$ cat src/rtl/l2_write_buffer.sv
// Line write-back buffer between the L1 arbiter and the cacheline adapter; coalesces, forwards, drains when idle.
// Latency: write hit/push and read hit respond 1 cycle after sampling; read miss responds 1 cycle after mem_resp_i.
// Backpressure: a write to a full buffer is held (no resp_o) until a drain pops an entry; a read miss waits for the memory port.
//
// Ports:
//   clk, rst                      clock, asynchronous active-high reset
//   read_i, write_i, address_i,   arbiter request, held until resp_o; write wins if both are high
//   line_i, line_o, resp_o        write data, read data, one-cycle completion pulse
//   mem_read_o, mem_write_o,      cacheline adapter request (never both high), line-aligned address,
//   mem_address_o, mem_line_o,    write data
//   mem_line_i, mem_resp_i        adapter read data and completion pulse
//   empty_o                       no buffered lines and no memory op in flight
module l2_write_buffer #(
    parameter int DEPTH  = 2,
    parameter int LINE_W = 256,
    parameter int ADDR_W = 32
) (
    input  logic              clk,
    input  logic              rst,
    input  logic              read_i,
    input  logic              write_i,
    input  logic [ADDR_W-1:0] address_i,
    input  logic [LINE_W-1:0] line_i,
    output logic [LINE_W-1:0] line_o,
    output logic              resp_o,
    output logic              mem_read_o,
    output logic              mem_write_o,
    output logic [ADDR_W-1:0] mem_address_o,
    output logic [LINE_W-1:0] mem_line_o,
    input  logic [LINE_W-1:0] mem_line_i,
    input  logic              mem_resp_i,
    output logic              empty_o
);

    localparam int TAG_W = ADDR_W - 5;
    localparam int PTR_W = (DEPTH > 1) ? $clog2(DEPTH) : 1;
    localparam int CNT_W = $clog2(DEPTH + 1);

    typedef enum logic [1:0] {U_IDLE, U_WFULL, U_RMISS} ustate_t;
    typedef enum logic [1:0] {M_IDLE, M_READ, M_WRITE} mstate_t;

    // Entry storage; only read where the matching valid bit is set.
    logic [TAG_W-1:0]  tag_q  [DEPTH];
    logic [LINE_W-1:0] data_q [DEPTH];
    logic [DEPTH-1:0]  valid_q;
    logic [PTR_W-1:0]  head_q;
    logic [PTR_W-1:0]  tail_q;
    logic [CNT_W-1:0]  count_q;

    ustate_t u_state, u_next;
    mstate_t m_state, m_next;

    // Request captured at sampling time, used while the request is stalled or missing.
    logic [TAG_W-1:0]  req_tag_q;
    logic [LINE_W-1:0] req_line_q;

    logic              sample;
    logic [TAG_W-1:0]  cur_tag;
    logic [LINE_W-1:0] cur_line;
    logic              draining;
    logic              wr_hit;
    logic [PTR_W-1:0]  wr_idx;
    logic              drain_hit;
    logic              wr_active;
    logic              do_coalesce;
    logic              do_push;
    logic              do_pop;
    logic              wr_stall;
    logic              rd_sample;
    logic              rd_hit;
    logic              rd_miss_new;
    logic              rd_pending;
    logic              rd_done;
    logic [LINE_W-1:0] rd_data;
    logic              addr_unused;

    assign addr_unused = ^address_i[4:0];

    function automatic logic [PTR_W-1:0] ptr_inc(input logic [PTR_W-1:0] p);
        return (p == PTR_W'(DEPTH - 1)) ? '0 : p + PTR_W'(1);
    endfunction

    assign sample    = (u_state == U_IDLE) && !resp_o && (read_i || write_i);
    assign cur_tag   = sample ? address_i[ADDR_W-1:5] : req_tag_q;
    assign cur_line  = sample ? line_i : req_line_q;
    assign draining  = (m_state == M_WRITE);

    // The entry under drain is frozen: writes never match it, so a repeat
    // write to that line lands in a fresh entry instead.
    always_comb begin
        wr_hit = 1'b0;
        wr_idx = '0;
        for (int i = 0; i < DEPTH; i++) begin
            if (valid_q[i] && tag_q[i] == cur_tag &&
                !(draining && head_q == PTR_W'(i))) begin
                wr_hit = 1'b1;
                wr_idx = PTR_W'(i);
            end
        end
    end

    assign drain_hit   = draining && (tag_q[head_q] == cur_tag);
    assign wr_active   = (sample && write_i) || (u_state == U_WFULL);
    assign do_coalesce = wr_active && wr_hit;
    assign do_push     = wr_active && !wr_hit && (count_q < CNT_W'(DEPTH));
    assign wr_stall    = wr_active && !wr_hit && (count_q >= CNT_W'(DEPTH));
    assign do_pop      = draining && mem_resp_i;

    // Reads prefer the newer non-draining copy; the draining line is the fallback.
    assign rd_sample   = sample && !write_i;
    assign rd_hit      = rd_sample && (wr_hit || drain_hit);
    assign rd_data     = wr_hit ? data_q[wr_idx] : data_q[head_q];
    assign rd_miss_new = rd_sample && !rd_hit;
    assign rd_pending  = rd_miss_new || (u_state == U_RMISS);
    assign rd_done     = (u_state == U_RMISS) && (m_state == M_READ) && mem_resp_i;

    always_comb begin
        u_next = u_state;
        unique case (u_state)
            U_IDLE:  if (wr_stall) u_next = U_WFULL;
                     else if (rd_miss_new) u_next = U_RMISS;
            U_WFULL: if (!wr_stall) u_next = U_IDLE;
            U_RMISS: if (rd_done) u_next = U_IDLE;
            default: u_next = U_IDLE;
        endcase
    end

    // A pending read miss always wins the memory port over a drain.
    always_comb begin
        m_next = m_state;
        unique case (m_state)
            M_IDLE:  if (rd_pending) m_next = M_READ;
                     else if (count_q != '0) m_next = M_WRITE;
            M_READ:  if (mem_resp_i) m_next = M_IDLE;
            M_WRITE: if (mem_resp_i) m_next = M_IDLE;
            default: m_next = M_IDLE;
        endcase
    end

    always_ff @(posedge clk or posedge rst) begin
        if (rst) begin
            u_state    <= U_IDLE;
            m_state    <= M_IDLE;
            resp_o     <= 1'b0;
            line_o     <= '0;
            req_tag_q  <= '0;
            req_line_q <= '0;
            valid_q    <= '0;
            head_q     <= '0;
            tail_q     <= '0;
            count_q    <= '0;
        end else begin
            u_state <= u_next;
            m_state <= m_next;
            resp_o  <= do_coalesce || do_push || rd_hit || rd_done;
            if (rd_hit) begin
                line_o <= rd_data;
            end else if (rd_done) begin
                line_o <= mem_line_i;
            end
            if (sample) begin
                req_tag_q  <= address_i[ADDR_W-1:5];
                req_line_q <= line_i;
            end
            if (do_push) begin
                valid_q[tail_q] <= 1'b1;
                tail_q          <= ptr_inc(tail_q);
            end
            if (do_pop) begin
                valid_q[head_q] <= 1'b0;
                head_q          <= ptr_inc(head_q);
            end
            unique case ({do_push, do_pop})
                2'b10:   count_q <= count_q + CNT_W'(1);
                2'b01:   count_q <= count_q - CNT_W'(1);
                default: ;
            endcase
        end
    end

    // Payload storage needs no reset: it is qualified by valid_q everywhere.
    always_ff @(posedge clk) begin
        if (do_push) begin
            tag_q[tail_q]  <= cur_tag;
            data_q[tail_q] <= cur_line;
        end else if (do_coalesce) begin
            data_q[wr_idx] <= cur_line;
        end
    end

    assign mem_read_o  = (m_state == M_READ);
    assign mem_write_o = draining;
    assign mem_line_o  = draining ? data_q[head_q] : '0;
    assign empty_o     = (count_q == '0) && (m_state == M_IDLE);

    always_comb begin
        mem_address_o = '0;
        if (draining) begin
            mem_address_o = {tag_q[head_q], 5'b0};
        end else if (m_state == M_READ) begin
            mem_address_o = {req_tag_q, 5'b0};
        end
    end

endmodule

$ cat config.mk
export PLATFORM = sky130hd
export DESIGN_NAME = l2_write_buffer
export DESIGN_NICKNAME = d
export VERILOG_FILES = /design/src/rtl/l2_write_buffer.sv
export SDC_FILE = /design/constraint.sdc
export NUM_CORES = 2
export LEC_CHECK = 0
export CAP_MARGIN = 0
export CORE_AREA = 2 2 423 425
export DETAILED_ROUTE_END_ITERATION = 10
export DIE_AREA = 0 0 425 427
export PLACE_DENSITY = 0.5
export SKIP_LAST_GASP = 1
export SLEW_MARGIN = 10
export SYNTH_ARGS = -nofsm -noshare
export SYNTH_HDL_FRONTEND = slang
export SYNTH_SLANG_ARGS = --single-unit
$ cat constraint.sdc
create_clock -name clk -period 54.2 [get_ports clk]
set_input_delay 10.84 -clock clk [delete_from_list [all_inputs] [get_ports clk]]
set_output_delay 10.84 -clock clk [all_outputs]
set_load 0.005 [all_outputs]
## Yosys cells after proc, flatten, opt, wreduce, memory -nomap -nowiden

Memories as Yosys holds them, arrays and structs flattened.
Index checks and enable logic that the tools add are counted.

- Add/subtract/negate cells: 4
- $lt $le $gt $ge: 6
- Equality and inequality tests: 14
- Muxes and demuxes: 37
- Bitwise operators: 4
- Reductions and logical operators: 46

Operator list:

| kind | count |
|---|---|
| $mux W256 | 6 |
| $reduce_or A256 Y1 | 1 |
| $eq A27 B27 Y1 | 3 |
| $mux W32 | 2 |
| $mux W27 | 1 |
| $logic_and A1 B1 Y1 | 23 |
| $mux W2 | 9 |
| $mux W1 | 14 |
| $pmux W2 S2 | 2 |
| $logic_or A1 B1 Y1 | 7 |
| $eq A2 B1 Y1 const B | 3 |
| $eq A2 B2 Y1 const B | 3 |
| $logic_not A1 Y1 | 6 |
| $logic_not A2 Y1 | 3 |
| $ne A3 B3 Y1 const B | 2 |
| $pmux W2 S3 | 1 |
| $reduce_bool A2 Y1 | 3 |
| $lt A1 B2 Y1 const B | 2 |
| $ne A2 B2 Y1 const B | 2 |
| $reduce_and A3 Y1 | 1 |
| $add A1 B1 Y1 const B | 2 |
| $add A2 B1 Y2 const B | 1 |
| $and A2 B2 Y2 | 1 |
| $demux W1 S1 | 2 |
| 10 further kinds | 11 |

- Flip-flop bits (word level): 550
- RAM bits: 566
- Input port bits: 549
- Output and inout bits: 548
- Word-level logic and storage cells: 123
- Memories kept: 2

Memory list:

| name | depth | bits a word | read ports | clocked after memory_dff | write ports | RTL line | RTL |
|---|---|---|---|---|---|---|---|
| data_q | 2 | 256 | 2 | 0 | 1 | 44 | `logic [LINE_W-1:0] data_q [DEPTH];` |
| tag_q | 2 | 27 | 3 | 0 | 1 | 43 | `logic [TAG_W-1:0] tag_q [DEPTH];` |

## Logic depth before layout (Yosys ltp)

- Word-level depth: 16
- Depth in mapped cells: 15
- Mapped depth without buffers: 13

## Least setup slack after synthesis

Ideal clock, no wire load.

- Kind: input port to flip-flop
- From: input port read_i
- To: memory data_q[0][0], enable pin
- Library setup time: 1.186 ns
- Arrival: 29.786 ns
- Setup slack: 23.228 ns
- Stages: 8
- Path buffers: 0
- Cell sequence: nor2_2 nor2_2 or4_1 a2111oi_2 nand4_1 nor3_4 nor2_1 nor3_1

- Word-level cells in the longest chain between the ends: 15
- Elaborated cells on any way between the ends: 26
- Classes of those cells: eq/ne: 2; mux: 11; reduce/logical: 13

RTL lines:

| element | RTL line | RTL |
|---|---|---|
| start, declared | 20 | `input logic read_i,` |
| $logic_or A1 B1 Y1 * | 83 | `assign sample = (u_state == U_IDLE) && !resp_o && (read_i \|\| write_i);` |
| $logic_and A1 B1 Y1 * | 83 |  |
| $mux W27 | - |  |
| $eq A27 B27 Y1 | 94 | `if (valid_q[i] && tag_q[i] == cur_tag &&` |
| $logic_and A1 B1 Y1 (2 in series) | 94 |  |
| $mux W1 (2 in series) | 94 |  |
| $logic_not A1 Y1 | 105 | `assign do_push = wr_active && !wr_hit && (count_q < CNT_W'(DEPTH));` |
| $logic_and A1 B1 Y1 (2 in series) | 105 |  |
| $mux W1 | 183 | `if (do_push) begin` |
| $mux W1 (not written as such) | 187 | `data_q[wr_idx] <= cur_line;` |
| $reduce_or A256 Y1 (no source line) | - |  |
| $mux W1 (no source line) | - |  |
| end, declared | 44 |  |

Every way passes the cells marked *; elsewhere a longest branch is shown, timed or not.

## Worst setup path in the final report

- From: input port write_i
- To: memory data_q[1][204], enable pin

- Word-level cells in the longest chain between the ends: 15
- Elaborated cells on any way between the ends: 26
- Classes of those cells: eq/ne: 2; mux: 11; reduce/logical: 13

RTL lines:

| element | RTL line | RTL |
|---|---|---|
| start, declared | 21 | `input logic write_i,` |
| $logic_or A1 B1 Y1 | 83 |  |
| $logic_and A1 B1 Y1 | 83 |  |
| $mux W27 | - |  |
| $eq A27 B27 Y1 | 94 |  |
| $logic_and A1 B1 Y1 (2 in series) | 94 |  |
| $mux W1 (2 in series) | 94 |  |
| $logic_not A1 Y1 | 105 |  |
| $logic_and A1 B1 Y1 (2 in series) | 105 |  |
| $mux W1 | 183 |  |
| $mux W1 (not written as such) | 187 |  |
| $reduce_or A256 Y1 (no source line) | - |  |
| $mux W1 (no source line) | - |  |

Parallel ways exist; a longest one is shown, timed or not.

==> summary.txt <==
R2R Setup Slk - 47.12 ns
gr usage total - 21.77%
setup TNS - 0 ns
ys async rst share - 49.28%
RSZ-0062 raised after global routing - false
I/O Buffers - 1086
initial antenna violation count - 40
Setup Skew - 0.03160 ns
Static Leakage - 28.53 nW
max_cap viols - 0
Final setup viols - 0
flops & latches, synth - 1116
VDD IR max - 0.00003572 V
ranking of synthesized cells by area - edfxtp_1 (34%), dfrtp_1 (28%), mux2i_1 (21%), nand2_1 (6.4%), nor2_1 (2.1%)
I/O pins - 1097
Slew HR - 20.05%
prevailing post-synth register cell - edfxtp_1
synth unique cells - 63
cell row count - 155
Chip Height - 427 microns
sequential area share after synthesis - 62.26%
clock transition at the registers of the reported paths - 0.05 ns
Gates resized, CTS repair - 0
type of origin of the critical path - primary input
die area - 181500 sq um
pwr dens - 60.88 nW/um^2
post-layout utilization of the core - 37.82%
Pre-Repair DR Iteration Count - 5
WL final - 203.7 mm
Yosys top cell area share - 34.40%
DRC Markers - 0
CTS Hold Bufs - 0
crit path DAT - 17.43 ns
clock buffer depth - 3
Synth Instances - 3906
Worst setup EP type - register
Max Fclk - 0.05872 GHz
Die X - 425 microns
Mean Syn Cell Area - 12.65 sq um
Routed wire per std cell - 27.29 microns
Worst setup endpoint - data_q[1][204]
Layout area overhead - 35.71%
minimum clock period - 17.03 ns
r2r startpoint - u_state[0]
final hold viol count - 0
FF-to-FF path depth - 14
number of setup buffers added after CTS - 0
starting density of the core - 27.87%
Clock Latency Late Sink - 0.79 ns
commonest non-fill, non-tap cell in the layout - clkdlybuf4s50_1
CTS tree - done
DP HPWL - 143.9 mm
Routed Antenna Nets - 0
Hold WC Path Type - register to register
Reg-to-Reg End - data_q[1][204]
Synth area leader - edfxtp_1
commonest cells after routing, fill and taps aside - clkdlybuf4s50_1 (1086), mux2i_1 (1034), nand2_1 (842)
Vias/cell - 4.699
clock sink total - 1116
floorplan core area - 177300 sq um
vias in the first global route - 35767
grt ovf - 0
Mapped Area - 49400 sq um
yosys synthesis warning count - 0
Crit Path Category - primary input to register
# nets final - 5516
largest net degree at the start of global routing - 122
Inserted Clock Buffers - 138
CP startpoint - write_i
global-route wire length before repair - 280.0 mm
drt initial violations - 2243
CTS root buf - clkbuf_16
CTS H-Tree Depth - 4
Fill cells - 17497
Critical Path Fanout Max - 60
layout cell share with drive strength beyond 1 - 5.748%
worst slew pin tran - 1.199 ns
Vias - 35067
fin. max-slew vios - 0
number of synthesized flops with an enable pin - 566
Critical Path RT - 54.61 ns
RePlAce Congestion - 0.9194
fin crit share - 31.42%
outcome - finished, final reports clean
==> cell usage after synthesis, types with 10 or more instances <==
cell	number
edfxtp_1	566
nor2b_1	18
buf_6	15
nor3_1	10
clkbuf_1	135
o22ai_1	26
nand4_1	12
xnor2_1	24
buf_4	23
a21oi_1	18
dfrtp_1	550
xor2_1	30
nor2_1	276
mux2_2	12
o21ai_0	64
mux2i_1	1034
nor4_1	15
nand3_1	21
buf_1	25
inv_1	66
buf_12	22
nand2_1	842
==> metal layers <==
metal / part of all wire (%) / GRT usage [%] / vias up
met3: 5.4 / 4.893 / 233
met4: 2.5 / 6.436 / 4
li1: - / - / 15874
met1: 42 / 27.86 / 18022
met2: 50 / 36.66 / 934
met5: 0.012 / 0 / -
==> kinds of logic (layout without fill, tap and decap cells) <==
kind of cell | after synthesis | in the layout | synth area share [%]
simple gates | 1222 | 1222 | 9.771
flops | 1116 | 1116 | 62.26
mux | 1046 | 1046 | 21.22
buf+inv | 295 | 1465 | 3.452
compound gates | 168 | 168 | 2.229
xor+xnor | 54 | 54 | 0.9573
fa+ha+maj | 4 | 4 | 0.1013
other cells | 1 | 33 | 0.007590
==> worst min-delay path by stage <==
stage	startpoint	to	slack [ns]	cells past startpoint
floorplan	req_line_q[0]	req_line_q[0]	0.45	2
global placement	req_line_q[133]	req_line_q[133]	0.47	2
detailed placement	req_line_q[143]	req_line_q[143]	0.48	2
CTS	req_line_q[189]	req_line_q[189]	0.49	2
global route	req_line_q[175]	req_line_q[175]	0.51	2
finish	req_line_q[145]	req_line_q[145]	0.49	2
==> registers in the layout, summed over array words and instances, names as in the netlist, 27 cells and up <==
signal      flops
req_line_q    256
tag_q          54
data_q        512
req_tag_q      27
line_o        256
==> power by group <==
group,internal [W],total (W),switching (W)
registers,0.00131,0.00146,0.000152
logic,0.000679,0.00168,0.00100
clock network,0.000561,0.000944,0.000383
total,0.00255,0.00408,0.00154
==> through the flow <==
stage | hold slack [ns] | worst slack [ns] | instance area, sq um | total power [W] | std cells
floorplan | 0.4519 | 23.23 | 49420 | 0.002323 | 3910
global placement | 0.4673 | 36.30 | 62360 | 0.003153 | 7178
detailed placement | 0.4760 | 36.30 | 62360 | 0.003171 | 7178
CTS | 0.4909 | 37.13 | 66980 | 0.004135 | 7435
global route | 0.5090 | 36.89 | 67030 | 0.004300 | 7455
finish | 0.4881 | 37.17 | 67050 | 0.004082 | 7463
==> cell type report <==
cell class / instances / area [sq um] / area share [%]
clock buffers: 195 / 3882 / 5.791
multi-input cells: 2499 / 17030 / 25.41
well taps: 2355 / 2947 / 4.395
flip-flops and latches: 1116 / 30760 / 45.88
diodes: 28 / 70.07 / 0.1045
repair buffers: 1142 / 11350 / 16.93
inverters: 66 / 262.8 / 0.3919
clock inverters: 62 / 734.5 / 1.095
==> critical path, cell delays in order <==
cell and delay (ns):
clkdlybuf4s50_1 0.64, nor2_2 0.05, buf_4 0.24, nor2_4 0.45
buf_4 0.75, mux2i_1 0.31, buf_4 0.20, o221ai_1 0.12
nor4_1 0.40, and4_1 0.40, a21oi_1 0.11, nor2_4 0.59
buf_4 0.73, buf_4 0.80, buf_4 0.62
Note: power is estimated with default switching activity, not from simulation.
